`src/rtl/vram_sync_pkg.sv`:
```
// Shared types and helpers for the VRAM sync copier.
// Holds FSM states, the region record and the packed-port unpacker.
package vram_sync_pkg;

    localparam int DEF_DATA_W      = 64;
    localparam int DEF_ADDR_W      = 12;
    localparam int DEF_NUM_REGIONS = 4;
    localparam int DEF_RD_LAT      = 2;
    localparam int BUS_W           = 1024;

    typedef enum logic [1:0] {
        IDLE,
        COPY,
        DRAIN,
        DONE
    } copy_state_e;

    typedef struct packed {
        logic [31:0] base;
        logic [31:0] len;
    } region_t;

    // Pull region idx out of the packed base/len ports.
    function automatic region_t unpack_region(
        input logic [BUS_W-1:0] base_bus,
        input logic [BUS_W-1:0] len_bus,
        input int               idx,
        input int               aw
    );
        logic [BUS_W-1:0] b;
        logic [BUS_W-1:0] l;
        logic [31:0]      am;
        logic [31:0]      lm;
        region_t          r;
        b      = base_bus >> (idx * aw);
        l      = len_bus >> (idx * (aw + 1));
        am     = (32'd1 << aw) - 32'd1;
        lm     = (32'd1 << (aw + 1)) - 32'd1;
        r.base = 32'(b) & am;
        r.len  = 32'(l) & lm;
        return r;
    endfunction

endpackage

```
`src/rtl/vram_sync_copier_if.sv`:
```
// Bus bundle between the frame side, the two VRAM copies and the copier.
// master drives requests and source data; slave is the copier.
interface vram_sync_copier_if
    import vram_sync_pkg::*;
#(
    parameter int DATA_W      = DEF_DATA_W,
    parameter int ADDR_W      = DEF_ADDR_W,
    parameter int NUM_REGIONS = DEF_NUM_REGIONS
);
    logic                            sync;
    logic [NUM_REGIONS-1:0]          sync_mask;
    logic [NUM_REGIONS*ADDR_W-1:0]   region_base;
    logic [NUM_REGIONS*(ADDR_W+1)-1:0] region_len;
    logic                            busy;
    logic                            done;
    logic                            overrun;
    logic                            src_rd_en;
    logic [ADDR_W-1:0]               src_addr;
    logic [DATA_W-1:0]               src_rdata;
    logic                            dst_wr_en;
    logic [ADDR_W-1:0]               dst_addr;
    logic [DATA_W-1:0]               dst_wdata;

    modport master (
        output sync, sync_mask, region_base, region_len, src_rdata,
        input  busy, done, overrun, src_rd_en, src_addr,
        input  dst_wr_en, dst_addr, dst_wdata
    );

    modport slave (
        input  sync, sync_mask, region_base, region_len, src_rdata,
        output busy, done, overrun, src_rd_en, src_addr,
        output dst_wr_en, dst_addr, dst_wdata
    );

endinterface

```
`src/rtl/vram_copy_pipe.sv`:
```
// Read-latency delay line carrying {valid, addr} alongside source reads.
// Its tail lines up with src_rdata to form the destination write.
module vram_copy_pipe #(
    parameter int ADDR_W = 12,
    parameter int RD_LAT = 2
) (
    input  logic              clk,
    input  logic              rst,
    input  logic              vld_i,
    input  logic [ADDR_W-1:0] addr_i,
    output logic              vld_o,
    output logic [ADDR_W-1:0] addr_o,
    output logic              empty_next_o
);

    logic [RD_LAT-1:0] vld_q;
    logic [ADDR_W-1:0] addr_q [RD_LAT];

    // Shift issued reads toward the write port; reset drops in-flight reads.
    always_ff @(posedge clk) begin
        if (rst) begin
            vld_q <= '0;
            for (int i = 0; i < RD_LAT; i++) addr_q[i] <= '0;
        end else begin
            vld_q[0]  <= vld_i;
            addr_q[0] <= addr_i;
            for (int i = 1; i < RD_LAT; i++) begin
                vld_q[i]  <= vld_q[i-1];
                addr_q[i] <= addr_q[i-1];
            end
        end
    end

    assign vld_o  = vld_q[RD_LAT-1];
    assign addr_o = addr_q[RD_LAT-1];

    // Only the tail may still hold a read: pipe is empty after this cycle.
    always_comb begin
        empty_next_o = 1'b1;
        for (int i = 0; i < RD_LAT - 1; i++)
            if (vld_q[i]) empty_next_o = 1'b0;
    end

endmodule

```
`src/rtl/vram_sync_copier.sv`:
```
// Copies up to NUM_REGIONS VRAM regions from source to destination on sync.
// One read per cycle across regions; writes trail reads by RD_LAT cycles.
module vram_sync_copier
    import vram_sync_pkg::*;
#(
    parameter int DATA_W      = DEF_DATA_W,
    parameter int ADDR_W      = DEF_ADDR_W,
    parameter int NUM_REGIONS = DEF_NUM_REGIONS,
    parameter int RD_LAT      = DEF_RD_LAT
) (
    input logic               clk,
    input logic               rst,
    vram_sync_copier_if.slave bus
);

    localparam int IW = (NUM_REGIONS > 1) ? $clog2(NUM_REGIONS) : 1;
    localparam logic [ADDR_W:0]   ONE_C = 1;
    localparam logic [ADDR_W-1:0] INC_A = 1;

    copy_state_e            state_q, state_d;
    logic [BUS_W-1:0]       base_bus, len_bus;
    region_t                r_in [NUM_REGIONS];
    logic [ADDR_W-1:0]      in_base [NUM_REGIONS];
    logic [ADDR_W:0]        in_len [NUM_REGIONS];
    logic [NUM_REGIONS-1:0] in_nz;
    logic [ADDR_W-1:0]      base_q [NUM_REGIONS];
    logic [ADDR_W:0]        len_q [NUM_REGIONS];
    logic [NUM_REGIONS-1:0] mask_q, mask_d;
    logic [ADDR_W-1:0]      addr_q, addr_d;
    logic [ADDR_W:0]        cnt_q, cnt_d;
    logic                   rd_en_q, rd_en_d;
    logic                   pend_q, pend_d;
    logic                   ovr_q, ovr_d;
    logic                   accept;
    logic [IW-1:0]          j_in, j_rem;
    logic                   pipe_vld;
    logic [ADDR_W-1:0]      pipe_addr;
    logic                   pipe_empty_next;

    function automatic logic [IW-1:0] first_set(
        input logic [NUM_REGIONS-1:0] m
    );
        logic [IW-1:0] idx;
        idx = '0;
        for (int i = NUM_REGIONS - 1; i >= 0; i--)
            if (m[i]) idx = IW'(i);
        return idx;
    endfunction

    // Unpack the live region table; zero-length regions never get a slot.
    always_comb begin
        base_bus = '0;
        len_bus  = '0;
        base_bus[NUM_REGIONS*ADDR_W-1:0]     = bus.region_base;
        len_bus[NUM_REGIONS*(ADDR_W+1)-1:0]  = bus.region_len;
        for (int i = 0; i < NUM_REGIONS; i++) begin
            r_in[i]    = unpack_region(base_bus, len_bus, i, ADDR_W);
            in_base[i] = ADDR_W'(r_in[i].base);
            in_len[i]  = (ADDR_W+1)'(r_in[i].len);
            in_nz[i]   = bus.sync_mask[i] && (r_in[i].len != 32'd0);
        end
    end

    // FSM state and read-issue registers.
    always_ff @(posedge clk) begin
        if (rst) begin
            state_q <= IDLE;
            mask_q  <= '0;
            addr_q  <= '0;
            cnt_q   <= '0;
            rd_en_q <= 1'b0;
            pend_q  <= 1'b0;
            ovr_q   <= 1'b0;
        end else begin
            state_q <= state_d;
            mask_q  <= mask_d;
            addr_q  <= addr_d;
            cnt_q   <= cnt_d;
            rd_en_q <= rd_en_d;
            pend_q  <= pend_d;
            ovr_q   <= ovr_d;
        end
    end

    // Latch the region table when a request is taken.
    always_ff @(posedge clk) begin
        if (rst) begin
            for (int i = 0; i < NUM_REGIONS; i++) begin
                base_q[i] <= '0;
                len_q[i]  <= '0;
            end
        end else if (accept) begin
            for (int i = 0; i < NUM_REGIONS; i++) begin
                base_q[i] <= in_base[i];
                len_q[i]  <= in_len[i];
            end
        end
    end

    // Next state, region walk, pending/overrun and request acceptance.
    always_comb begin
        state_d = state_q;
        mask_d  = mask_q;
        addr_d  = addr_q;
        cnt_d   = cnt_q;
        rd_en_d = rd_en_q;
        pend_d  = pend_q;
        ovr_d   = 1'b0;
        accept  = 1'b0;
        j_in    = first_set(in_nz);
        j_rem   = first_set(mask_q);

        if (bus.sync && (state_q == COPY || state_q == DRAIN)) begin
            if (pend_q) ovr_d  = 1'b1;
            else        pend_d = 1'b1;
        end

        unique case (state_q)
            IDLE: accept = bus.sync;
            COPY: begin
                if (cnt_q > ONE_C) begin
                    addr_d = addr_q + INC_A;
                    cnt_d  = cnt_q - ONE_C;
                end else if (|mask_q) begin
                    addr_d = base_q[j_rem];
                    cnt_d  = len_q[j_rem];
                    mask_d = mask_q & ~(NUM_REGIONS'(1) << j_rem);
                end else begin
                    rd_en_d = 1'b0;
                    state_d = DRAIN;
                end
            end
            DRAIN: if (pipe_empty_next) state_d = DONE;
            DONE: begin
                if (pend_q) begin
                    accept = 1'b1;
                    pend_d = 1'b0;
                    ovr_d  = bus.sync;
                end else if (bus.sync) begin
                    accept = 1'b1;
                end else begin
                    state_d = IDLE;
                end
            end
            default: state_d = IDLE;
        endcase

        if (accept) begin
            if (|in_nz) begin
                addr_d  = in_base[j_in];
                cnt_d   = in_len[j_in];
                mask_d  = in_nz & ~(NUM_REGIONS'(1) << j_in);
                rd_en_d = 1'b1;
                state_d = COPY;
            end else begin
                mask_d  = '0;
                rd_en_d = 1'b0;
                state_d = DONE;
            end
        end
    end

    vram_copy_pipe #(
        .ADDR_W (ADDR_W),
        .RD_LAT (RD_LAT)
    ) u_pipe (
        .clk          (clk),
        .rst          (rst),
        .vld_i        (rd_en_q),
        .addr_i       (addr_q),
        .vld_o        (pipe_vld),
        .addr_o       (pipe_addr),
        .empty_next_o (pipe_empty_next)
    );

    assign bus.busy      = (state_q == COPY) || (state_q == DRAIN);
    assign bus.done      = (state_q == DONE);
    assign bus.overrun   = ovr_q;
    assign bus.src_rd_en = rd_en_q;
    assign bus.src_addr  = addr_q;
    assign bus.dst_wr_en = pipe_vld;
    assign bus.dst_addr  = pipe_addr;
    assign bus.dst_wdata = pipe_vld ? bus.src_rdata : '0;

endmodule

```
`src/flat_wrapper.sv`:
```
// flat-port wrapper written by rule: the top's interface ports become plain ports
module vram_sync_copier_flat import vram_sync_pkg::*;
#(
    parameter int DATA_W      = DEF_DATA_W,
    parameter int ADDR_W      = DEF_ADDR_W,
    parameter int NUM_REGIONS = DEF_NUM_REGIONS,
    parameter int RD_LAT      = DEF_RD_LAT
)
  (clk, rst, bus_sync, bus_sync_mask, bus_region_base, bus_region_len, bus_src_rdata, bus_busy, bus_done, bus_overrun, bus_src_rd_en, bus_src_addr, bus_dst_wr_en, bus_dst_addr, bus_dst_wdata);
  vram_sync_copier_if #(.DATA_W(DATA_W), .ADDR_W(ADDR_W), .NUM_REGIONS(NUM_REGIONS)) bus_i ();
  input logic clk;
  input logic rst;
  input wire logic [$bits(bus_i.sync)-1:0] bus_sync;
  input wire logic [$bits(bus_i.sync_mask)-1:0] bus_sync_mask;
  input wire logic [$bits(bus_i.region_base)-1:0] bus_region_base;
  input wire logic [$bits(bus_i.region_len)-1:0] bus_region_len;
  input wire logic [$bits(bus_i.src_rdata)-1:0] bus_src_rdata;
  output wire logic [$bits(bus_i.busy)-1:0] bus_busy;
  output wire logic [$bits(bus_i.done)-1:0] bus_done;
  output wire logic [$bits(bus_i.overrun)-1:0] bus_overrun;
  output wire logic [$bits(bus_i.src_rd_en)-1:0] bus_src_rd_en;
  output wire logic [$bits(bus_i.src_addr)-1:0] bus_src_addr;
  output wire logic [$bits(bus_i.dst_wr_en)-1:0] bus_dst_wr_en;
  output wire logic [$bits(bus_i.dst_addr)-1:0] bus_dst_addr;
  output wire logic [$bits(bus_i.dst_wdata)-1:0] bus_dst_wdata;
  assign bus_i.sync = bus_sync;
  assign bus_i.sync_mask = bus_sync_mask;
  assign bus_i.region_base = bus_region_base;
  assign bus_i.region_len = bus_region_len;
  assign bus_i.src_rdata = bus_src_rdata;
  assign bus_busy = bus_i.busy;
  assign bus_done = bus_i.done;
  assign bus_overrun = bus_i.overrun;
  assign bus_src_rd_en = bus_i.src_rd_en;
  assign bus_src_addr = bus_i.src_addr;
  assign bus_dst_wr_en = bus_i.dst_wr_en;
  assign bus_dst_addr = bus_i.dst_addr;
  assign bus_dst_wdata = bus_i.dst_wdata;
  vram_sync_copier #(.DATA_W(DATA_W), .ADDR_W(ADDR_W), .NUM_REGIONS(NUM_REGIONS), .RD_LAT(RD_LAT)) u_core (.clk(clk), .rst(rst), .bus(bus_i));
endmodule
```
`config.mk`:
```
export PLATFORM = sky130hd
export DESIGN_NAME = vram_sync_copier_flat
export DESIGN_NICKNAME = d
export VERILOG_FILES = /design/src/rtl/vram_sync_pkg.sv /design/src/rtl/vram_sync_copier_if.sv /design/src/rtl/vram_copy_pipe.sv /design/src/rtl/vram_sync_copier.sv /design/src/flat_wrapper.sv
export SDC_FILE = /design/constraint.sdc
export NUM_CORES = 1
export LEC_CHECK = 0
export ABC_AREA = 1
export CORE_UTILIZATION = 45
export DETAILED_ROUTE_END_ITERATION = 8
export GPL_ROUTABILITY_DRIVEN = 0
export PLACE_DENSITY = 0.8
export RECOVER_POWER = 100
export SYNTH_ARGS = -nofsm -noshare
export SYNTH_HDL_FRONTEND = slang
export SYNTH_HIERARCHICAL = 1
export SYNTH_SLANG_ARGS = --single-unit
```
`constraint.sdc`:
```
create_clock -name clk -period 3.43 [get_ports clk]
set_clock_uncertainty 0.05 [all_clocks]
set_input_delay 0.5145 -clock clk [delete_from_list [all_inputs] [get_ports clk]]
set_output_delay 0.5145 -clock clk [all_outputs]
set_load 0.02 [all_outputs]
```
# --- Word-level counts from Yosys, hierarchy flattened ---
# Memory sizes are Yosys's and may differ from the RTL's.
# Index checks and enable logic that the tools add are counted.
classes:
  n_addsub: 2
  mul: 0
  n_div: 0
  order_cmp: 2
  eq_ne: 10
  shifts: 2
  mux: 69
  bitwise_logic: 15
  n_reduce_logical: 19
op_table:
  columns: ["operator", "n"]
  rows:
  - ["2-to-1 mux 12 bit", 13]
  - ["2-to-1 mux 13 bit", 11]
  - ["nonzero test 32 bit", 4]
  - ["2-to-1 mux 64 bit", 1]
  - ["2-to-1 mux 2 bit", 15]
  - ["binary-select mux 13 bit (select 2 bit)", 1]
  - ["binary-select mux 12 bit (select 2 bit)", 1]
  - ["2-to-1 mux 1 bit", 20]
  - ["2-to-1 mux 4 bit", 5]
  - ["> comparator 13 x 1 -> 1 bit (second input constant)", 1]
  - ["subtractor 13 x 1 -> 13 bit (second input constant)", 1]
  - ["adder 12 x 1 -> 12 bit (second input constant)", 1]
  - ["inequality test 3 x 2 -> 1 bit (second input constant)", 4]
  - ["OR 1 bit", 10]
  - ["AND 4 bit", 2]
  - ["NOT 4 bit", 2]
  - ["OR reduction 4 bit", 2]
  - ["left shift 1 x 2 -> 4 bit (first input constant)", 2]
  - ["case mux 2 bit (3 select lines)", 1]
  - ["AND reduction 3 bit", 2]
  - ["AND reduction 6 bit", 1]
  - ["logical AND 1 bit", 5]
  - ["== test 2 bit (second input constant)", 2]
  - ["inequality test 2 x 1 -> 1 bit (second input constant)", 2]
  - ["other kinds (9)", 10]
word_totals:
  reg_bits: 36
  latch_bits: 0
  mem_bits_rw: 124
  romBits: 0
  inputBits: 171
  output_inout_bits: 93
  elab_cells: 130
  memories: 3
mem_list:
  columns: ["name", "depth", "width", "read_ports", "rd_clocked_by_memory_dff", "write_ports", "line", "rtl"]
  rows:
  - ["u_core.len_q", 4, 13, 1, 0, 4, "vram_sync_copier.sv:27", "logic [ADDR_W:0] len_q [NUM_REGIONS];"]
  - ["u_core.base_q", 4, 12, 1, 0, 4, "vram_sync_copier.sv:26", "logic [ADDR_W-1:0] base_q [NUM_REGIONS];"]
  - ["u_core.u_pipe.addr_q", 2, 12, 2, 0, 2, "vram_copy_pipe.sv:17", "logic [ADDR_W-1:0] addr_q [RD_LAT];"]

# --- Depth between registers and ports, before layout ---
# Gate-level depths: netlist of run 1.
logic_depth:
  ltp_word: 12
  mapped_depth: 15
  ltp_nobuf: 15

# --- Cells and area by module ---
# Netlist of run 1, hierarchy kept.
by_module_without_submodules:
  columns: ["mod", "n_inst", "cells_each", "area_each_um2", "seq_area_each_um2"]
  rows:
  - ["vram_sync_copier", 1, 1322, 8941.1, 3683.5]
  - ["vram_copy_pipe", 1, 93, 842.1, 520.5]

# --- Worst setup path before layout of run 1 ---
# OpenSTA, ideal clock, no wires.
synth_path:
  path_type: "reg2reg"
  startpoint: "register u_core.state_q[0]"
  endpoint: "memory u_core.base_q[0][0], enable pin"
  setup_ns: 0.453
  t_arrival_ns: 3.158
  t_required_ns: 2.927
  slack_ns: -0.231
  stages_incl_launch_ff: 6
  n_path_buf: 0
  synth_period_minus_slack_ns: 3.661
  cell_sequence: "dfxtp_1 > ha_1 > o21ai_1 > a21oi_2 > nor2_1 > inv_1"
synth_lines:
  columns: ["element", "line", "rtl"]
  rows:
  - ["start: declaration", "vram_sync_copier.sv:20", "copy_state_e state_q, state_d;"]
  - ["start signal: assignment", "vram_sync_copier.sv:75", "state_q <= state_d;"]
  - ["end: declaration", "vram_sync_copier.sv:26", null]

# --- Worst setup path in the final report of run 1 ---
layout_path:
  startpoint: "register u_core.u_pipe.vld_q[1]"
  endpoint: "output port bus_dst_wdata[34]"
layout_via:
  elab_chain_cells: 1
layout_rtl:
  columns: ["element", "line", "rtl"]
  rows:
  - ["start: declaration", "vram_copy_pipe.sv:16", "logic [RD_LAT-1:0] vld_q;"]
  - ["start signal: indexed assignment", "vram_copy_pipe.sv:28", "vld_q[i] <= vld_q[i-1];"]
  - ["2-to-1 mux 64 bit", "vram_sync_copier.sv:183", "assign bus.dst_wdata = pipe_vld ? bus.src_rdata : '0;"]
  - ["end: declaration", "flat_wrapper.sv:25", "output wire logic [$bits(bus_i.dst_wdata)-1:0] bus_dst_wdata;"]
# No other way between the ends.

==> results of run 1 <==
==> path summary, 6_finish.rpt <==
kind | endpoint | depth (start not counted)
setup / recovery | bus_dst_wdata[34] | 4
hold / removal | u_core/u_pipe/addr_q[0][19] | 2
hold reg to reg | u_core/u_pipe/addr_q[0][19] | 2
setup reg to reg | u_core/base_q[3][10] | 6
==> kinds of logic (layout without fill, tap and decap cells) <==
group	after synthesis	count (layout)
buf+inv	381	614
xor+xnor	13	13
other cells	0	1
flops	160	160
compound gates	123	123
fa+ha+maj	7	7
simple gates	731	731
==> metal layers <==
| metal | wire length [um] | global-route usage [%] |
|---|---|---|
| met4 | 1290 | 13.5 |
| met5 | 0 | 0 |
| met2 | 15300 | 47.6 |
| met1 | 11200 | 33.6 |
| met3 | 4130 | 6.68 |
==> stage by stage <==
stage | utilization, % | cells | hold slack, ns | power, mW
floorplan | - | 1415 | 0.338 | 5.82
global placement | 59.2 | 1891 | 0.339 | 7.04
detailed placement | 59.2 | 1891 | 0.342 | 7.16
CTS | 62.0 | 1923 | 0.347 | 9.09
global route | 61.8 | 1924 | 0.365 | 9.65
finish | 61.8 | 1924 | 0.345 | 9.10
==> tightest hold or removal path, stage by stage (launching register included) <==
cell and delay, ns:
dfxtp_1 0.30, inv_1 0.04, nor2_1 0.03
==> layout make-up <==
| class | instances | area, sq um |
|---|---|---|
| antenna | 1 | 2.50 |
| inverter | 300 | 1130 |
| sequential | 160 | 4210 |
| clock buffer | 20 | 489 |
| clock inverter | 12 | 108 |
| fill | 1818 | 8080 |
| timing repair buffer | 282 | 2790 |
| multi-input combinational | 874 | 4000 |
| tap | 275 | 344 |
==> cell usage after synthesis <==
master    count  area share [%]
nand2_1     326              13
inv_1       287              11
nor2_1      200             7.7
nand3_1     158             8.1
edfxtp_1    100              31
dfxtp_1      60              12
a21oi_1      48             2.5
buf_2        29             1.5
clkbuf_1     29             1.1
o21ai_0      25             1.3
o211ai_1     23             1.8
buf_4        14             1.1
inv_2        13            0.50
o21ai_1      13            0.67
xor2_1       12             1.1
nand3b_1      9            0.69
nand4_1       9            0.58
buf_6         8            0.92
ha_1          7            0.90
nor2_2        6            0.38
nor3_1        6            0.31
a21oi_2       5            0.45
nand2_2       5            0.32
or2_2         5            0.32
o22ai_1       3            0.19
o31ai_1       3            0.23
nand2_4       2            0.23
nor2_4        2            0.23
or2_1         2            0.13
a211oi_1      1           0.077
a22oi_1       1           0.077
buf_1         1           0.038
nand3_2       1            0.10
o21ai_2       1           0.090
xnor2_1       1           0.090
==> sequential cells by signal, indices dropped and copies added (netlist names) <==
name,flops
u_core/len_q,52
u_core/mask_q,4
u_core/state_q,2
u_core/u_pipe/addr_q,24
u_core/pend_q,1
u_core/bus.src_rd_en,1
u_core/cnt_q,13
u_core/bus.overrun,1
u_core/u_pipe/vld_q,2
u_core/bus.src_addr,12
u_core/base_q,48
==> power by group <==
group          internal, mW  switching (mW)
clock                  1.06           0.841
sequential             2.71           0.356
combinational          1.39            2.74
==> flow_metrics.py, run 1 <==
metrics = {
    "run_status": {
        "status": "finished clean",
    },
    "sta": {
        "setup_tns_ns": 0,
        "final_max_slew_viol_count": 0,
        "tightest_slew_ns": 1.42,
        "max_freq_mhz": 325,
        "fin_crit_sh_pct": 89.8,
        "slew_headroom_pct": 5.65,
        "setup_viol": 0,
        "setup_slack_ns": 0.349,
        "rsz0062_at_grt": "no",
        "final-hold-violation-count": 0,
        "min_period_ns": 3.08,
    },
    "critical_path": {
        "crit_start": "u_core/u_pipe/vld_q[1]",
        "worstPathMaxFanout": 48,
        "crit_path_end_kind": "output port",
        "cpMaxStageDelayCell": "dfxtp_2",
        "arrival_ns": 2.52,
        "critPathKind": "flip-flop to output port",
        "critical-path-max-stage-delay_ns": 0.82,
        "start_kind": "flip-flop",
        "cp_top_family": "buffers and inverters",
        "worst-path-buf-inv": 3,
        "rrSetupSlack_ns": 0.38,
        "r2r-start": "u_core/state_q[0]",
        "worstPathRequired_ns": 2.87,
        "path_cells": "clkbuf_2 -> nand2_1 -> inv_1 -> dlygate4sd3_1",
    },
    "place": {
        "io_buffers": 263,
        "post-dp-hpwl_mm": 22.8,
        "place_ws_ns": 0.553,
        "place_area_sq_mm": 0.0125,
    },
    "floorplan": {
        "die_x_um": 149,
        "initial_utilization_pct": 46.2,
        "die_h_um": 149,
        "die_area_sq_mm": 0.0223,
        "coreArea_sq_mm": 0.0212,
        "ios": 264,
        "rows": 53,
    },
    "synthesis": {
        "synth_seq_cells": 160,
        "postSynthCellCount": 1415,
        "ys_seq_area_share_pct": 43.0,
        "synth.distinct_cells": 35,
        "syn_area_sq_mm": 0.00978,
        "synthSimpleGateAreaFrac_pct": 31.6,
        "synth_top_family_by_area": "simple AND/OR/NAND/NOR gates",
        "syn_nets": 1593,
        "synthAdderAreaFrac_pct": 0.895,
        "yosys_warnings": 6,
        "synth_compound_gate_area_share_pct": 7.28,
        "syn_area_per_cell_sq_um": 6.91,
        "synthXorXnorAreaFrac_pct": 1.16,
        "muxShareOfSynthArea_pct": 0,
    },
    "final_layout": {
        "syn2layout_area_growth_pct": 33.6,
        "drive_above_1_share_pct": 5.46,
        "final_common_cell": "nand2_1",
        "nets": 1813,
        "final_cell_mix": "325 x nand2_1, 288 x inv_1, 200 x nor2_1",
        "stdcell_area_sq_mm": 0.0131,
    },
    "cts": {
        "cts_buffers": 17,
        "clock_sinks": 160,
        "postCtsResizedCells": 0,
        "cts_tree": "built",
        "cts_hold_buffers": 0,
        "htree_levels": 4,
        "cts_setup_buffers": 0,
        "path_clk_slew_ns": 0.07,
        "clkLatencyLatePin_ns": 0.43,
        "clk_path_buf_depth": 2,
        "root_buffer": "clkbuf_16",
    },
    "global_route": {
        "grt_max_degree": 104,
        "grt-ovfl-total": 0,
        "antenna_found_initial": 1,
        "grt_pass1_vias": 9236,
        "grt_pass1_wl_mm": 48.0,
        "grt_util_all_layers_pct": 28.2,
    },
    "min_path": {
        "hold_start": "u_core/u_pipe/addr_q[0][7]",
        "hold_class": "flip-flop to flip-flop",
    },
    "power": {
        "power_density_mw_per_mm2": 696,
        "ir_drop_mv": 0.466,
        "cellLeakagePower_nw": 6.63,
    },
    "detailed_routing": {
        "drt_iter0_drc": 1131,
        "routedWlPerCell_um": 16.6,
        "vias": 10200,
        "via_per_inst": 5.28,
        "antenna_left": 0,
        "drt-pass1-iter-count": 6,
        "wl_mm": 31.8,
        "drcViolationCount": 0,
    },
    "run": {
        "drv_cap": 0,
    },
}
No activity file was read; power rests on OpenSTA's default activity.
==> run 2: changes to the inputs <==
--- a/config.mk
+++ b/config.mk
@@ -5,11 +5,10 @@
 export SDC_FILE = /design/constraint.sdc
 export NUM_CORES = 1
 export LEC_CHECK = 0
-export ABC_AREA = 1
-export CORE_UTILIZATION = 45
+export CORE_UTILIZATION = 43
 export DETAILED_ROUTE_END_ITERATION = 8
 export GPL_ROUTABILITY_DRIVEN = 0
-export PLACE_DENSITY = 0.8
+export PLACE_DENSITY = 0.79
 export RECOVER_POWER = 100
 export SYNTH_ARGS = -nofsm -noshare
 export SYNTH_HDL_FRONTEND = slang
==> flow_metrics.py, run 2 <==
metrics = {
    "floorplan": {
        "die_x_um": 144,
        "die_area_sq_mm": 0.0208,
        "rows": 51,
        "initial_utilization_pct": 44.2,
        "die_h_um": 144,
        "coreArea_sq_mm": 0.0197,
        "ios": 264,
    },
    "critical_path": {
        "worstPathMaxFanout": 12,
        "crit_path_end_kind": "flip-flop",
        "cpMaxStageDelayCell": "or4_1",
        "worst-path-buf-inv": 2,
        "crit_end": "u_core/bus.src_addr[8]",
        "crit_start": "bus_region_len[2]",
        "cp_top_family": "compound AO/OA/AOI/OAI gates",
        "critical_path_depth": 7,
        "r2r-start": "u_core/state_q[1]",
        "arrival_ns": 3.32,
        "rrSetupSlack_ns": 0.47,
        "critical-path-max-stage-delay_ns": 0.62,
        "path_cells": "dlygate4sd3_1 -> or4_1 -> o41ai_4 -> a41oi_1 -> clkbuf_1 -> a221oi_1 -> a2111oi_0",
        "r2r-end": "u_core/bus.src_addr[8]",
        "reg2reg_depth": 7,
        "worstPathRequired_ns": 3.62,
        "start_kind": "primary input",
        "critPathKind": "primary input to flip-flop",
    },
    "final_layout": {
        "syn2layout_area_growth_pct": 40.9,
        "multiInputGateArea_sq_mm": 0.00411,
        "reg_top3": "u_core/len_q (52), u_core/base_q (48), u_core/u_pipe/addr_q (24)",
        "fin_util_pct": 62.3,
        "fillCellCount": 1652,
        "regArea_sq_mm": 0.00420,
        "regMostFlops": "u_core/len_q",
        "nets": 1285,
        "drive_above_1_share_pct": 8.84,
        "final_cell_mix": "168 x clkdlybuf4s50_1, 101 x and3_1, 100 x edfxtp_1",
        "final_common_cell": "clkdlybuf4s50_1",
        "largest_register_ffs": 52,
    },
    "power": {
        "power_frac_seq_pct": 37.8,
        "cellLeakagePower_nw": 5.10,
        "ir_drop_mv": 0.472,
        "power_density_mw_per_mm2": 674,
        "switching_share_pct": 37.3,
        "switchingPower_mw": 3.07,
        "power_frac_comb_pct": 39.7,
        "p_int_mw": 5.17,
        "clockPowerShare_pct": 22.6,
    },
    "synthesis": {
        "yosys_most_used_dff": "edfxtp_1",
        "synth_seq_cells": 160,
        "syn_nets": 1044,
        "yosys-top-cells-area": "edfxtp_1 35%, dfxtp_1 14%, and3_1 7.3%",
        "synth.distinct_cells": 67,
        "yosys.cell_count.top_type": "and3_1",
        "synthArstFlopShare_pct": 0,
        "yosys_warnings": 6,
        "synth_top_area_share_pct": 34.6,
        "synth_edf_count": 100,
        "yosys-top-cells-count": "101 x and3_1, 100 x edfxtp_1, 67 x and2_1, 60 x dfxtp_1, 59 x clkbuf_1",
        "syn_area_per_cell_sq_um": 10.0,
        "syn_area_sq_mm": 0.00869,
        "postSynthCellCount": 866,
        "ys_seq_area_share_pct": 48.4,
        "synth_largest_area_cell": "edfxtp_1",
    },
    "cts": {
        "cts_setup_buffers": 0,
        "cts_hold_buffers": 0,
        "root_buffer": "clkbuf_16",
        "postCtsResizedCells": 0,
        "clkLatencyLatePin_ns": 0.43,
        "path_clk_slew_ns": 0.06,
        "cts_buffers": 17,
        "htree_levels": 4,
        "clock_sinks": 160,
        "clk_path_buf_depth": 2,
        "cts_tree": "built",
    },
    "sta": {
        "min_period_ns": 3.13,
        "final-hold-violation-count": 0,
        "setup_viol": 0,
        "setup_tns_ns": 0,
        "max_freq_mhz": 320,
        "final_max_slew_viol_count": 0,
        "slew_headroom_pct": 13.5,
        "rsz0062_at_grt": "no",
        "tightest_slew_ns": 1.30,
        "fin_crit_sh_pct": 91.1,
    },
    "detailed_routing": {
        "vias": 8219,
        "wl_mm": 29.3,
        "antenna_left": 0,
        "routedWlPerCell_um": 21.1,
        "drcViolationCount": 0,
        "drt_iter0_drc": 844,
        "via_per_inst": 5.92,
        "drt-pass1-iter-count": 6,
    },
    "global_route": {
        "antenna_found_initial": 2,
        "grt-ovfl-total": 0,
        "grt_max_degree": 113,
        "grt_pass1_vias": 7839,
        "grt_util_all_layers_pct": 28.4,
        "grt_pass1_wl_mm": 43.7,
    },
    "min_path": {
        "hold_class": "flip-flop to flip-flop",
    },
    "place": {
        "io_buffers": 263,
        "post-dp-hpwl_mm": 21.4,
    },
    "run_status": {
        "status": "finished clean",
    },
    "run": {
        "drv_cap": 0,
    },
}
-- run 2: cell count changes in the layout (fill, tap and decap cells not counted), moves of 25 or more --
cell / change
nor3_1: +25
and2_1: +67
nor2b_1: +28
and3_1: +101
nor2_1: -161
inv_1: -276
o21ai_0: +26
nand2_1: -282
nand3_1: -135
-- run 2: worst min path at each step --
stage	cells past startpoint	to	slack [ns]	from
2_1_floorplan	1	u_core/u_pipe/addr_q[0][12]	0.36	u_core/u_pipe/addr_q[0][0]
3_3_place_gp	1	u_core/u_pipe/addr_q[0][12]	0.37	u_core/u_pipe/addr_q[0][0]
3_5_place_dp	1	u_core/u_pipe/addr_q[0][22]	0.37	u_core/u_pipe/addr_q[0][10]
4_1_cts	1	u_core/u_pipe/addr_q[0][22]	0.39	u_core/u_pipe/addr_q[0][10]
5_1_grt	1	u_core/u_pipe/addr_q[0][20]	0.39	u_core/u_pipe/addr_q[0][8]
6_report	1	u_core/u_pipe/addr_q[0][22]	0.38	u_core/u_pipe/addr_q[0][10]
-- run 2: area by class of cell --
cell class                 instances  area share [%]
inverter                          15           0.491
antenna                            4          0.0818
clock buffer                      20            4.00
sequential                       160            34.3
clock inverter                    12           0.767
multi-input combinational        612            33.6
timing repair buffer             301            24.0
tap                              265            2.71
-- run 2: logic make-up (layout without fill, tap and decap cells) --
| group | after synthesis | count (layout) | share of synthesized area (%) |
|---|---|---|---|
| DFF | 160 | 160 | 48.4 |
| adders and majority gates | 7 | 7 | 1.01 |
| and+or+nand+nor | 378 | 378 | 24.5 |
| other | 0 | 4 | 0 |
| muxes | 23 | 23 | 5.26 |
| buffers and inverters | 94 | 348 | 4.72 |
| AOI/OAI and AO/OA | 204 | 204 | 16.1 |
-- run 2: worst register-to-register path: stages (launching register included) --
cell and delay, ns:
dfxtp_1 0.38, ha_1 0.27, o21ai_0 0.27, a21o_1 0.32, a41oi_1 0.25, clkbuf_1 0.74, a221oi_1 0.12, a2111oi_0 0.43
-- run 2: layer usage --
metal | GRT usage, % | wire, um | vias up
met5 | 0 | 0 | -
met1 | 34.7 | 10700 | 3764
met4 | 13.0 | 971 | 0
li1 | - | - | 3750
met2 | 46.8 | 14100 | 620
met3 | 7.45 | 3590 | 85
-- run 2: through the flow --
stage | area, sq um | worst slack [ns] | cells | hold slack (ns) | power (mW)
3_3_place_gp | 11700 | 0.182 | 1353 | 0.370 | 6.33
2_1_floorplan | 8690 | 0.00513 | 866 | 0.364 | 5.09
3_5_place_dp | 11700 | 0.140 | 1353 | 0.372 | 6.40
5_1_grt | 12200 | 0.203 | 1387 | 0.394 | 8.63
4_1_cts | 12300 | 0.530 | 1385 | 0.387 | 8.27
6_report | 12200 | 0.304 | 1389 | 0.384 | 8.25
-- run 2: power groups by stage --
| stage | Clock [mW] | Sequential [mW] | Combinational [mW] |
|---|---|---|---|
| final | 1.86 | 3.12 | 3.27 |
| after global routing | 1.96 | 3.18 | 3.49 |
| after CTS | 1.88 | 3.11 | 3.28 |
| after detailed placement | 0 | 3.14 | 3.26 |
| after global placement | 0 | 3.12 | 3.21 |
| after floorplan | 0 | 3.09 | 1.99 |
